<file path="config.mk">
export PLATFORM = sky130hd
export DESIGN_NAME = powlib_busarbiter
export DESIGN_NICKNAME = d
export VERILOG_FILES = /design/src/rtl/powlib_bus_pkg.sv /design/src/rtl/powlib_flipflop.sv /design/src/rtl/powlib_rrpick.sv /design/src/rtl/powlib_busarbiter.sv
export SDC_FILE = /design/constraint.sdc
export NUM_CORES = 1
export LEC_CHECK = 0
export CAP_MARGIN = 20
export CORE_ASPECT_RATIO = 0.5
export CORE_MARGIN = 2
export CORE_UTILIZATION = 50
export CTS_CLUSTER_DIAMETER = 100
export DETAILED_ROUTE_END_ITERATION = 6
export DONT_BUFFER_PORTS = 1
export HOLD_SLACK_MARGIN = 0.1
export PLACE_DENSITY = 0.75
export REMOVE_ABC_BUFFERS = 1
export SETUP_SLACK_MARGIN = 0.3
export SLEW_MARGIN = 0
export SYNTH_ARGS = -nofsm -noshare
export SYNTH_HDL_FRONTEND = slang
export SYNTH_SLANG_ARGS = --single-unit
export TNS_END_PERCENT = 20
</file>
<file path="constraint.sdc">
create_clock -name clk -period 8.65 [get_ports clk]
set_input_delay 0.4325 -clock clk [delete_from_list [all_inputs] [get_ports clk]]
set_output_delay 0.4325 -clock clk [all_outputs]
set_load 0.05 [all_outputs]
</file>
<file path="src/rtl/powlib_bus_pkg.sv">
// Shared definitions for the powlib bus blocks: arbiter FSM state
// encodings and a constant-width helper.
package powlib_bus_pkg;

    typedef enum logic {
        ST_IDLE  = 1'b0,
        ST_BURST = 1'b1
    } bus_state_e;

    function automatic int clog2(input int n);
        int r;
        r = 0;
        while ((1 << r) < n) r++;
        return r;
    endfunction

endpackage

</file>
<file path="src/rtl/powlib_flipflop.sv">
// Enabled register with asynchronous active-high reset to zero.
module powlib_flipflop #(
    parameter int W = 1
) (
    input  logic         clk,
    input  logic         rst,
    input  logic         en,
    input  logic [W-1:0] d,
    output logic [W-1:0] q
);

    always_ff @(posedge clk or posedge rst) begin
        if (rst)     q <= '0;
        else if (en) q <= d;
    end

endmodule

</file>
<file path="src/rtl/powlib_rrpick.sv">
// Combinational round-robin picker: first set request bit at or after ptr,
// wrapping modulo W.
module powlib_rrpick #(
    parameter int W  = 4,
    parameter int IW = 2
) (
    input  logic [W-1:0]  req,
    input  logic [IW-1:0] ptr,
    output logic [W-1:0]  onehot,
    output logic [IW-1:0] idx
);

    logic found;

    always_comb begin
        onehot = '0;
        idx    = '0;
        found  = 1'b0;
        for (int k = 0; k < W; k++) begin
            if (!found && req[(int'(ptr) + k) % W]) begin
                found                         = 1'b1;
                onehot[(int'(ptr) + k) % W]   = 1'b1;
                idx                           = IW'((int'(ptr) + k) % W);
            end
        end
    end

endmodule

</file>
<file path="src/rtl/powlib_busarbiter.sv">
// Round-robin bus arbiter: grants one requester for up to MAXB beats,
// discards out-of-range beats with an error pulse, registered output stage.
module powlib_busarbiter
    import powlib_bus_pkg::*;
#(
    parameter int  B_WRS  = 4,
    parameter int  B_AW   = 4,
    parameter int  B_DW   = 8,
    parameter int  B_BASE = 4,
    parameter int  B_SIZE = 3,
    parameter int  MAXB   = 2,
    localparam int SW     = (clog2(B_WRS) > 0) ? clog2(B_WRS) : 1,
    localparam int CW     = clog2(MAXB + 1)
) (
    input  logic                  clk,
    input  logic                  rst,
    input  logic [B_WRS*B_DW-1:0] wrdatas,
    input  logic [B_WRS*B_AW-1:0] wraddrs,
    input  logic [B_WRS-1:0]      wrvlds,
    output logic [B_WRS-1:0]      wrrdys,
    output logic [B_WRS-1:0]      wrerrs,
    output logic [B_DW-1:0]       rddata,
    output logic [B_AW-1:0]       rdaddr,
    output logic [SW-1:0]         rdsrc,
    output logic                  rdvld,
    input  logic                  rdrdy
);

    // Handshake: a requester beat moves on wrvlds[i] && wrrdys[i]; the output
    // beat moves on rdvld && rdrdy, and rdvld/data hold while rdrdy is low.

    localparam logic [B_AW:0] ADDR_LO = (B_AW+1)'(B_BASE);
    localparam logic [B_AW:0] ADDR_HI = (B_AW+1)'(B_BASE + B_SIZE);

    bus_state_e    state_q, state_d;
    logic [SW-1:0] g_q, g_d;
    logic [SW-1:0] ptr_q, ptr_d;
    logic [CW-1:0] cnt_q, cnt_d;

    logic [B_WRS-1:0] inr, reqs, oor, pick_oh, gnt_oh;
    logic [SW-1:0]    pick_idx, xsrc;
    logic             adv, xfer;

    logic             rdvld_d, rdvld_q;
    logic [B_DW-1:0]  rddata_d, rddata_q;
    logic [B_AW-1:0]  rdaddr_d, rdaddr_q;
    logic [SW-1:0]    rdsrc_d, rdsrc_q;

    function automatic logic [SW-1:0] next_idx(input logic [SW-1:0] x);
        return (x == SW'(B_WRS - 1)) ? '0 : x + SW'(1);
    endfunction

    always_comb begin
        inr = '0;
        for (int i = 0; i < B_WRS; i++) begin
            inr[i] = ({1'b0, wraddrs[i*B_AW +: B_AW]} >= ADDR_LO) &&
                     ({1'b0, wraddrs[i*B_AW +: B_AW]} <= ADDR_HI);
        end
    end

    assign reqs = wrvlds & inr;
    assign oor  = wrvlds & ~inr;
    assign adv  = !rdvld_q || rdrdy;

    powlib_rrpick #(.W(B_WRS), .IW(SW)) u_pick (
        .req    (reqs),
        .ptr    (ptr_q),
        .onehot (pick_oh),
        .idx    (pick_idx)
    );

    always_comb begin
        state_d = state_q;
        g_d     = g_q;
        ptr_d   = ptr_q;
        cnt_d   = cnt_q;
        xfer    = 1'b0;
        xsrc    = g_q;
        gnt_oh  = '0;
        case (state_q)
            ST_IDLE: begin
                if (adv && (|reqs)) begin
                    xfer   = 1'b1;
                    xsrc   = pick_idx;
                    gnt_oh = pick_oh;
                    g_d    = pick_idx;
                    cnt_d  = CW'(1);
                    if (MAXB > 1) state_d = ST_BURST;
                    else          ptr_d   = next_idx(pick_idx);
                end
            end
            ST_BURST: begin
                // A dropped valid, an out-of-range beat or a full burst all
                // release the grant and cost one bubble cycle.
                if (!reqs[g_q] || (cnt_q == CW'(MAXB))) begin
                    state_d = ST_IDLE;
                    ptr_d   = next_idx(g_q);
                end else if (adv) begin
                    xfer        = 1'b1;
                    gnt_oh[g_q] = 1'b1;
                    cnt_d       = cnt_q + CW'(1);
                end
            end
            default: state_d = ST_IDLE;
        endcase
    end

    always_ff @(posedge clk or posedge rst) begin
        if (rst) begin
            state_q <= ST_IDLE;
            g_q     <= '0;
            ptr_q   <= '0;
            cnt_q   <= '0;
        end else begin
            state_q <= state_d;
            g_q     <= g_d;
            ptr_q   <= ptr_d;
            cnt_q   <= cnt_d;
        end
    end

    assign wrrdys = rst ? '0 : (oor | gnt_oh);
    assign wrerrs = rst ? '0 : oor;

    assign rdvld_d  = xfer;
    assign rddata_d = wrdatas[int'(xsrc)*B_DW +: B_DW];
    assign rdaddr_d = wraddrs[int'(xsrc)*B_AW +: B_AW];
    assign rdsrc_d  = xsrc;

    powlib_flipflop #(.W(1)) u_vld (
        .clk(clk), .rst(rst), .en(adv), .d(rdvld_d), .q(rdvld_q)
    );
    powlib_flipflop #(.W(B_DW)) u_data (
        .clk(clk), .rst(rst), .en(xfer), .d(rddata_d), .q(rddata_q)
    );
    powlib_flipflop #(.W(B_AW)) u_addr (
        .clk(clk), .rst(rst), .en(xfer), .d(rdaddr_d), .q(rdaddr_q)
    );
    powlib_flipflop #(.W(SW)) u_src (
        .clk(clk), .rst(rst), .en(xfer), .d(rdsrc_d), .q(rdsrc_q)
    );

    assign rdvld  = rdvld_q;
    assign rddata = rddata_q;
    assign rdaddr = rdaddr_q;
    assign rdsrc  = rdsrc_q;

endmodule

</file>
---- Word level (Yosys, flattened, before mapping) ----
Index checks and enable logic that the tools add are counted.
W data, S select, Z words.
cells by class
  eq/ne operators ......................... 6
  multiply operators ...................... 0
  bitwise logic cells ..................... 11
  $lt $le $gt $ge ......................... 18
  multiplexer cells ....................... 55
  $add $sub $neg .......................... 5
  shift-type cells ........................ 2
  reduce and logical (&&, ||, !) cells .... 26
  divide/modulo/power cells ............... 0
operators by type and width
  operator               count
  $mux W4                9
  $shiftx A32 B6 Y8      1
  $mux W2                12
  $mux W1                20
  $ge A4 B3 Y1 const B   4
  $le A4 B3 Y1 const B   4
  $or A4 B4 Y4           4
  $shiftx A16 B5 Y4      1
  $logic_and A1 B1 Y1    13
  $lt A3 B4 Y1 const B   3
  $bmux W1 S2            5
  $demux W1 S2           5
  $ge A3 B1 Y1 const B   3
  $and A4 B4 Y4          2
  $pmux W4 S2            1
  $add A2 B1 Y2 const B  3
  $lt A2 B3 Y1 const B   2
  $reduce_or A2 Y1       3
  $logic_not A1 Y1       5
  $add A2 B2 Y2 const B  2
  $eq A2 B2 Y1 const B   2
  $ge A2 B1 Y1 const B   2
  $ne A2 B1 Y1 const B   2
  $ne A2 B2 Y1 const B   2
  9 further kinds        13
storage, ports and cells
  ROM bits ................................ 0
  latch bits .............................. 0
  input bits .............................. 55
  register bits after elaboration ......... 22
  output and inout port bits .............. 23
  bits in writable memories ............... 0
  word-level logic and storage cells ...... 131
  memories kept ........................... 0

---- Depth between registers and ports, before layout ----
Gate-level depths: netlist (run 1).
  depth after elaboration ................. 19
  gate-level depth with buffers ........... 11
  depth with buffers taken out ............ 9

---- Cells and area by module ----
Synthesis (run 1) repeated with hierarchy kept, for this count alone.
second synthesis, totals
  cells, all modules ...................... 188
  area, all modules ....................... 2386.0 um2
modules (own cells, without submodules)
  module                    instances  cells each  sequential area each (um2)  area an instance (um2)
  powlib_busarbiter         1          107         175.2                       1362.6
  powlib_rrpick             1          46          0.0                         419.2
  powlib_flipflop (u_data)  1          18          200.2                       335.3
  powlib_flipflop (u_addr)  1          9           100.1                       148.9
  powlib_flipflop (u_src)   1          5           50.0                        76.3
  powlib_flipflop (u_vld)   1          3           25.0                        43.8

---- Least setup slack after synthesis (run 1) ----
OpenSTA, ideal clock, no wires.
  kind .................................... flip-flop to output port
  from .................................... register ptr_q[1]
  to ...................................... output wrrdys[0]
  data required time ...................... 8.217 ns
  path slack .............................. 5.524 ns
  cell stages (with the launch flop) ...... 10
  data arrival time ....................... 2.694 ns
  cell sequence ........................... dfrtp_1 -> inv_1 -> ha_1 -> buf_2 -> mux4_2 -> nor2_1 -> a22oi_1 -> nor2_1 -> a221oi_1 -> o22ai_1
between the ends
  cells in the longest elaborated chain, start to end .. 17
  elaborated cells on any way between the ends .. 60
  classes of those cells .................. add/sub: 3; order compare: 8; mux: 29; bitwise: 7; reduce/logical: 13
RTL lines
  item                                                                line                                      RTL
  start, declared                                                     powlib_busarbiter.sv:37                   logic [SW-1:0] ptr_q, ptr_d;
  start signal, assigned                                              powlib_busarbiter.sv:117                  ptr_q <= ptr_d;
  $add A2 B1 Y2                                                       powlib_rrpick.sv:20, powlib_rrpick.sv:22
  $reduce_or A2 Y1 (no source line)                                   n/a
  $and A1 B1 Y1 (no source line)                                      n/a
  $lt A3 B4 Y1 (not written as such) or $ge A3 B1 Y1 (tied branches)  powlib_rrpick.sv:22                       onehot[(int'(ptr) + k) % W] = 1'b1;
  $logic_and A1 B1 Y1 (not written as such)                           powlib_rrpick.sv:22
  $mux W1 (not written as such)                                       powlib_rrpick.sv:22
  $demux W1 S2                                                        n/a
  $or A4 B4 Y4 (no source line)                                       n/a
  $mux W4                                                             powlib_rrpick.sv:20                       if (!found && req[(int'(ptr) + k) % W]) begin
  $or A4 B4 Y4 (no source line)                                       n/a
  $mux W4                                                             powlib_rrpick.sv:20
  $or A4 B4 Y4 (no source line)                                       n/a
  $mux W4 *                                                           powlib_rrpick.sv:20
  $mux W4 *                                                           powlib_busarbiter.sv:82                   if (adv && (|reqs)) begin
  $pmux W4 S2 *                                                       powlib_busarbiter.sv:80                   case (state_q)
  $or A4 B4 Y4 *                                                      powlib_busarbiter.sv:122                  assign wrrdys = rst ? '0 : (oor | gnt_oh);
  $mux W4 *                                                           powlib_busarbiter.sv:122
  end, declared                                                       powlib_busarbiter.sv:20                   output logic [B_WRS-1:0] wrrdys,
Mark *: on every way between the ends. The rest lies on a longest branch, timed or not. The select of a mux whose other input is x is not followed.

---- Final worst setup path (run 1) ----
  from .................................... register ptr_q[0]
  to ...................................... output wrrdys[3]
The elaborated chain is that of the path after synthesis.

==> results of run 1 <==
-- routing by layer --
| layer | vias up | GRT usage (%) | wire length, um |
|---|---|---|---|
| li1 | 761 | - | - |
| met1 | 790 | 24.8 | 1960 |
| met2 | 58 | 39.3 | 2290 |
| met3 | 7 | 3.40 | 223 |
| met4 | 0 | 5.67 | 53 |
| met5 | - | 0 | 0 |
-- Yosys cell counts, types with 2 or more instances --
cell type | instances | area, um^2
dfrtp_1 | 22 | 551
nand2_1 | 21 | 78.8
mux2i_1 | 18 | 180
ha_1 | 13 | 163
inv_1 | 12 | 45.0
nor2_1 | 12 | 45.0
nand2b_1 | 9 | 56.3
a221o_1 | 8 | 80.1
a221oi_1 | 8 | 70.1
a22oi_1 | 6 | 45.0
and3_1 | 5 | 31.3
mux2_2 | 5 | 56.3
o21ai_0 | 5 | 25.0
o22ai_1 | 5 | 31.3
mux2_4 | 4 | 60.1
a21boi_0 | 3 | 22.5
a21oi_1 | 3 | 15.0
and3b_1 | 3 | 26.3
buf_2 | 3 | 15.0
clkbuf_1 | 3 | 11.3
mux4_2 | 3 | 67.6
and4b_1 | 2 | 20.0
nand3_1 | 2 | 10.0
nand3b_1 | 2 | 15.0
nand4_1 | 2 | 12.5
o2111ai_1 | 2 | 17.5
o211ai_2 | 2 | 25.0
or2_2 | 2 | 12.5
-- stage by stage --
stage | setup slack, ps | std cells
after floorplan | 5310 | 196
after global placement | 5060 | 251
after detailed placement | 4950 | 251
after CTS | 4650 | 255
after global routing | 4370 | 255
final | 4620 | 255
-- cell usage in the layout, fill, tap and decap left out, types with 2 or more instances in the layout --
cell type  instances
mux2_2             5
and3b_1            3
inv_1             12
mux4_2             3
o211ai_2           2
mux2_4             4
a22oi_1            6
nand2_1           21
nor2_1            12
a221o_1            8
nand2b_1           9
nand3_1            2
o22ai_1            5
nand3b_1           2
a221oi_1           8
nand4_1            2
ha_1              13
clkbuf_8           3
mux2i_1           18
o21ai_0            5
and3_1             5
and4b_1            2
a21boi_0           3
or2_2              2
dfrtp_1           22
a21oi_1            3
o2111ai_1          2
-- report_power, final --
group          switching [W]  internal (W)  total [W]
logic               0.000199      0.000166   0.000365
registers           0.000158      0.000147   0.000305
clock network      0.0000326     0.0000618  0.0000944
-- cells by family (layout without fill, tap and decap cells) --
family	Yosys count	in the layout	synth area share (%)
compound gates	48	48	19.4
fa+ha+maj	13	13	8.30
buf+inv	20	17	4.59
flops	22	22	28.1
mux	30	30	18.6
simple gates	71	71	21.1
-- sequential cells by signal, summed over array words and instances (netlist names) --
signal    cells
cnt_q         2
g_q           2
ptr_q         2
state_q       1
u_addr.q      4
u_data.q      8
u_src.q       2
u_vld.q       1
-- final timing paths --
check	start	to	slack (ps)	depth (start not counted)
max in group asynchronous	rst	state_q$_DFF_PP0_	7880	1
setup / recovery	ptr_q[0]$_DFFE_PP0P_	wrrdys[3]	4620	8
hold reg to reg	cnt_q[1]$_DFFE_PP0P_	cnt_q[1]$_DFFE_PP0P_	520	2
setup reg to reg	ptr_q[0]$_DFFE_PP0P_	u_addr.q[0]$_DFFE_PP0P_	5020	8
hold / removal	rst	u_data.q[2]$_DFFE_PP0P_	240	1
min in group clk	wrdatas[15]	u_data.q[7]$_DFFE_PP0P_	420	2
-- critical path, cell delays in order (launching register included) --
cell,delay (ps)
dfrtp_1,670
inv_1,270
ha_1,570
mux4_2,420
nor2_1,240
a22oi_1,110
nor2_1,100
a221oi_1,70
o22ai_1,870
-- area by class of cell --
class	instances	area, um^2	area share [%]
multi-input combinational	162	1320	64.0
sequential	22	551	26.7
tap	54	67.6	3.28
inverter	12	45.0	2.18
clock buffer	3	41.3	2.00
clock inverter	1	30.0	1.46
timing repair buffer	1	7.51	0.364
==> flow_metrics.env, run 1 <==
export IMPL_rsz0062_at_grt="no"
export IMPL_avgSynthCellArea_um2=9.61
export IMPL_period_needed_ps=4030
export IMPL_fp_dieArea_um2=4470
export IMPL_track_usage_pct=20.3
export IMPL_cp_start_kind="flop"
export IMPL_period_share_pct=46.6
export IMPL_synthesis_area_um2=1960
export IMPL_grt_pass1_vias=1438
export IMPL_irDropWorstVdd_v=0.000191
export IMPL_path_max_fanout=15
export IMPL_gr_total_overflow=0
export IMPL_diodes=0
export IMPL_root_buffer="clkbuf_8"
export IMPL_synth_edf_count=0
export IMPL_clkTransAtPathRegs_ps=80
export IMPL_ys_seq_area_share_pct=28.1
export IMPL_arrival_ps=3590
export IMPL_synthArstFlopShare_pct=100
export IMPL_numCtsBuffers=3
export IMPL_num_rows=16
export IMPL_cp_required_ps=8220
export IMPL_finClkSkew_ps=2.39
export IMPL_core_um2=3820
export IMPL_port_buffers=0
export IMPL_cts_setup_buffers=0
export IMPL_finalPower_w=0.000765
export IMPL_wl_um=4530
export IMPL_endpoint_kind="primary output"
export IMPL_die_w_um=92.6
export IMPL_min_path_type="in -> async"
export IMPL_tns_ps=0
export IMPL_viasPerCell=6.34
export IMPL_drt_iter0_drc=77
export IMPL_synthCells=204
export IMPL_hold_viol_final=0
export IMPL_power_density_nw_per_um2=371
export IMPL_fin_area_um2=2060
export IMPL_clk_path_buf_depth=2
export IMPL_grt_pass1_wl_um=6930
export IMPL_ios=78
export IMPL_clock_latency_ps=260
export IMPL_drive_gt1_share_pct=13.9
export IMPL_ant_nets=0
export IMPL_outcome="completed"
export IMPL_postCtsResizedCells=0
export IMPL_firstDrtPassIters=4
export IMPL_drc_errors=0
export IMPL_max_freq_ghz=0.248
export IMPL_utilization_pct=53.9
export IMPL_slew_viol_final=0
export IMPL_cts_tree="done"
export IMPL_setup_viol_count_final=0
export IMPL_syn_to_final_growth_pct=5.17
export IMPL_worst_pin_slew_ps=1070
export IMPL_ys_seq_elements=22
export IMPL_die_h_um=48.3
export IMPL_ctsHoldBuffers=0
export IMPL_fill_cells=331
export IMPL_grt_start_max_net_pins=26
export IMPL_clock_sinks=22
export IMPL_max_cap_violations=0
export IMPL_synth_top_flop_cell="dfrtp_1"
export IMPL_synth_cell_types=47
export IMPL_gp_congestion=0.868
export IMPL_placed_cell_area_um2=1990
export IMPL_hpwl_um=3400
export IMPL_start_util_pct=51.3
export IMPL_critical_path_class="reg -> out"
export IMPL_yosysWarningCount=0
export IMPL_slew_headroom_pct=29.5
export IMPL_hold_ws_ps=238
export IMPL_cts_max_level=1
export IMPL_num_vias=1616
export IMPL_leakage_nw=0.920
export IMPL_wl_per_cell_um=17.8
export IMPL_antenna_found_initial=0
export IMPL_final_nets=270
Note: power is estimated with default switching activity, not from simulation.
==> inputs of run 2 (changes only) <==
- ABC_AREA: unset -> 1
- PLACE_DENSITY: 0.75 -> 0.78
- clock period: 8.65 -> 3.6 ns (I/O delays scaled with it)
==> flow_metrics.env, run 2 <==
export IMPL_clock_latency_ps=260
export IMPL_clkTransAtPathRegs_ps=80
export IMPL_max_cap_violations=0
export IMPL_outcome="completed"
export IMPL_crit_chain="inv_1, ha_1, inv_1, nand3_1, nand2_2, nor3_1, a21oi_1, o21ai_0, nand2_1, a31oi_1, buf_4"
export IMPL_path_buf_inv=3
export IMPL_yosysTopAreaCellShare_pct=28.1
export IMPL_synthesis_area_um2=1960
export IMPL_fp_dieArea_um2=4460
export IMPL_power_density_nw_per_um2=999
export IMPL_gr_total_overflow=0
export IMPL_core_um2=3820
export IMPL_slew_headroom_pct=40.3
export IMPL_cts_tree="done"
export IMPL_synth_top_flop_cell="dfrtp_1"
export IMPL_worst_pin_slew_ps=893
export IMPL_clock_sinks=22
export IMPL_cp_common_cell="inv_1"
export IMPL_largest_reg_flops=8
export IMPL_arrival_ps=2780
export IMPL_cts_max_level=1
export IMPL_grt_pass1_vias=1673
export IMPL_die_h_um=48.3
export IMPL_max_freq_ghz=0.338
export IMPL_ant_nets=0
export IMPL_synthArstFlopShare_pct=100
export IMPL_synth_top_cell_by_area="dfrtp_1"
export IMPL_ios=78
export IMPL_ys_seq_elements=22
export IMPL_port_buffers=0
export IMPL_min_path_type="in -> reg"
export IMPL_tns_ps=0
export IMPL_numCtsBuffers=3
export IMPL_ys_seq_area_share_pct=28.1
export IMPL_cpMaxStageDelayCell="dfrtp_1"
export IMPL_leakage_nw=1.14
export IMPL_cp_required_ps=3420
export IMPL_synth_edf_count=0
export IMPL_endpoint_kind="primary output"
export IMPL_root_buffer="clkbuf_8"
export IMPL_die_w_um=92.5
export IMPL_ctsHoldBuffers=1
export IMPL_cpPeakStageDelay_ps=510
export IMPL_avgSynthCellArea_um2=6.51
export IMPL_clk_path_buf_depth=2
export IMPL_period_share_pct=82.1
export IMPL_viasPerCell=5.23
export IMPL_drt_iter0_drc=68
export IMPL_grt_pass1_wl_um=7560
export IMPL_grt_start_max_net_pins=37
export IMPL_irDropWorstVdd_v=0.000470
export IMPL_synth_commonest_cells="nand2_1 (94), inv_1 (47), nand3_1 (39)"
export IMPL_rsz0062_at_grt="no"
export IMPL_syn_to_final_growth_pct=7.60
export IMPL_critPathTopFamily="simple AND/OR/NAND/NOR gates"
export IMPL_placed_cell_area_um2=2030
export IMPL_start_util_pct=51.2
export IMPL_setup_viol_count_final=0
export IMPL_diodes=0
export IMPL_track_usage_pct=22.1
export IMPL_cts_setup_buffers=0
export IMPL_synthCells=301
export IMPL_synth_area_leaders="dfrtp_1 (28%), nand2_1 (18%), nand3_1 (10%)"
export IMPL_synth_cell_types=27
export IMPL_wl_per_cell_um=12.8
export IMPL_hold_viol_final=0
export IMPL_top_register="u_data.q"
export IMPL_firstDrtPassIters=4
export IMPL_drc_errors=0
export IMPL_slew_viol_final=0
export IMPL_final_nets=375
export IMPL_gp_congestion=0.850
export IMPL_num_rows=16
export IMPL_postCtsResizedCells=0
export IMPL_final_cell_mix="nand2_1 (94), inv_1 (47), nand3_1 (39)"
export IMPL_yosysWarningCount=0
export IMPL_fin_area_um2=2110
export IMPL_reg_largest_list="u_data.q: 8 flops, u_addr.q: 4 flops"
export IMPL_synth_most_common_cell="nand2_1"
export IMPL_period_needed_ps=2960
export IMPL_cp_start_kind="flop"
export IMPL_wl_um=4620
export IMPL_path_max_fanout=9
export IMPL_layout_commonest_cell="nand2_1"
export IMPL_hpwl_um=3650
export IMPL_num_vias=1882
export IMPL_antenna_found_initial=0
export IMPL_drive_gt1_share_pct=10.8
export IMPL_finClkSkew_ps=1.56
export IMPL_critical_path_class="reg -> out"
## run 2: stage by stage
step | hold WS [ps] | utilization [%] | power [W] | std cells | setup slack, ps
floorplan | 169 | - | 0.00162 | 296 | 882
global placement | 272 | 53.0 | 0.00184 | 355 | 918
detailed placement | 284 | 53.0 | 0.00188 | 355 | 851
CTS | 122 | 55.1 | 0.00212 | 360 | 679
global route | 150 | 55.1 | 0.00230 | 360 | 376
finish | 124 | 55.1 | 0.00211 | 360 | 643
## run 2: routing by layer
layer	GRT usage, %	up-vias	wire, um
li1	-	956	-
met1	26.9	867	2110
met2	42.5	52	2250
met3	3.09	7	202
met4	8.66	0	65
met5	0	-	0
## run 2: power breakdown
part	internal [W]	switching, W	total, W	leakage, nW
Clock	0.000149	0.0000810	0.000230	0.0357
Combinational	0.000384	0.000780	0.00116	0.839
Sequential	0.000354	0.000358	0.000712	0.268
## run 2: kinds of logic after synthesis
family                   count (synthesis)  synth area share (%)
flip-flops                              22                  28.1
buffers and inverters                   54                  11.3
AO/OA/AOI/OAI                           25                  6.90
AND/OR/NAND/NOR                        187                  45.4
adder cells (fa/ha/maj)                 13                  8.31
## run 2: area by class of cell
class,count,area [um^2]
clock buffers,3,41.3
clock inverters,1,30.0
fillers,375,1720
inverters,49,184
multi-input cells,225,1190
flip-flops and latches,22,551
well taps,54,67.6
repair buffers,6,47.5
## run 2: worst register-to-register path, stage by stage (launching register included)
cell,delay (ps)
dfrtp_1,510
inv_1,240
ha_1,410
inv_1,70
nand3_1,90
nand2_2,100
nor2_4,130
nand3_1,190
nand3_1,150
a21oi_1,130
nor2_1,430
nand3_1,150
nand3_1,100
## run 2: final timing paths
path                                           start                      end  slack [ps]  depth (start not counted)
worst max-delay path            ptr_q[1]$_DFFE_PP0P_                wrrdys[0]         640                         11
worst min-delay path                           rdrdy      u_vld.q$_DFFE_PP0N_         120                          3
worst max register to register  ptr_q[1]$_DFFE_PP0P_  u_data.q[6]$_DFFE_PP0P_         850                         12
worst min register to register  cnt_q[1]$_DFFE_PP0P_     cnt_q[1]$_DFFE_PP0P_         520                          2
max in group asynchronous                        rst  u_data.q[7]$_DFFE_PP0P_        2560                          2
min in group asynchronous                        rst         g_q[0]$_DFF_PP0_         540                          2
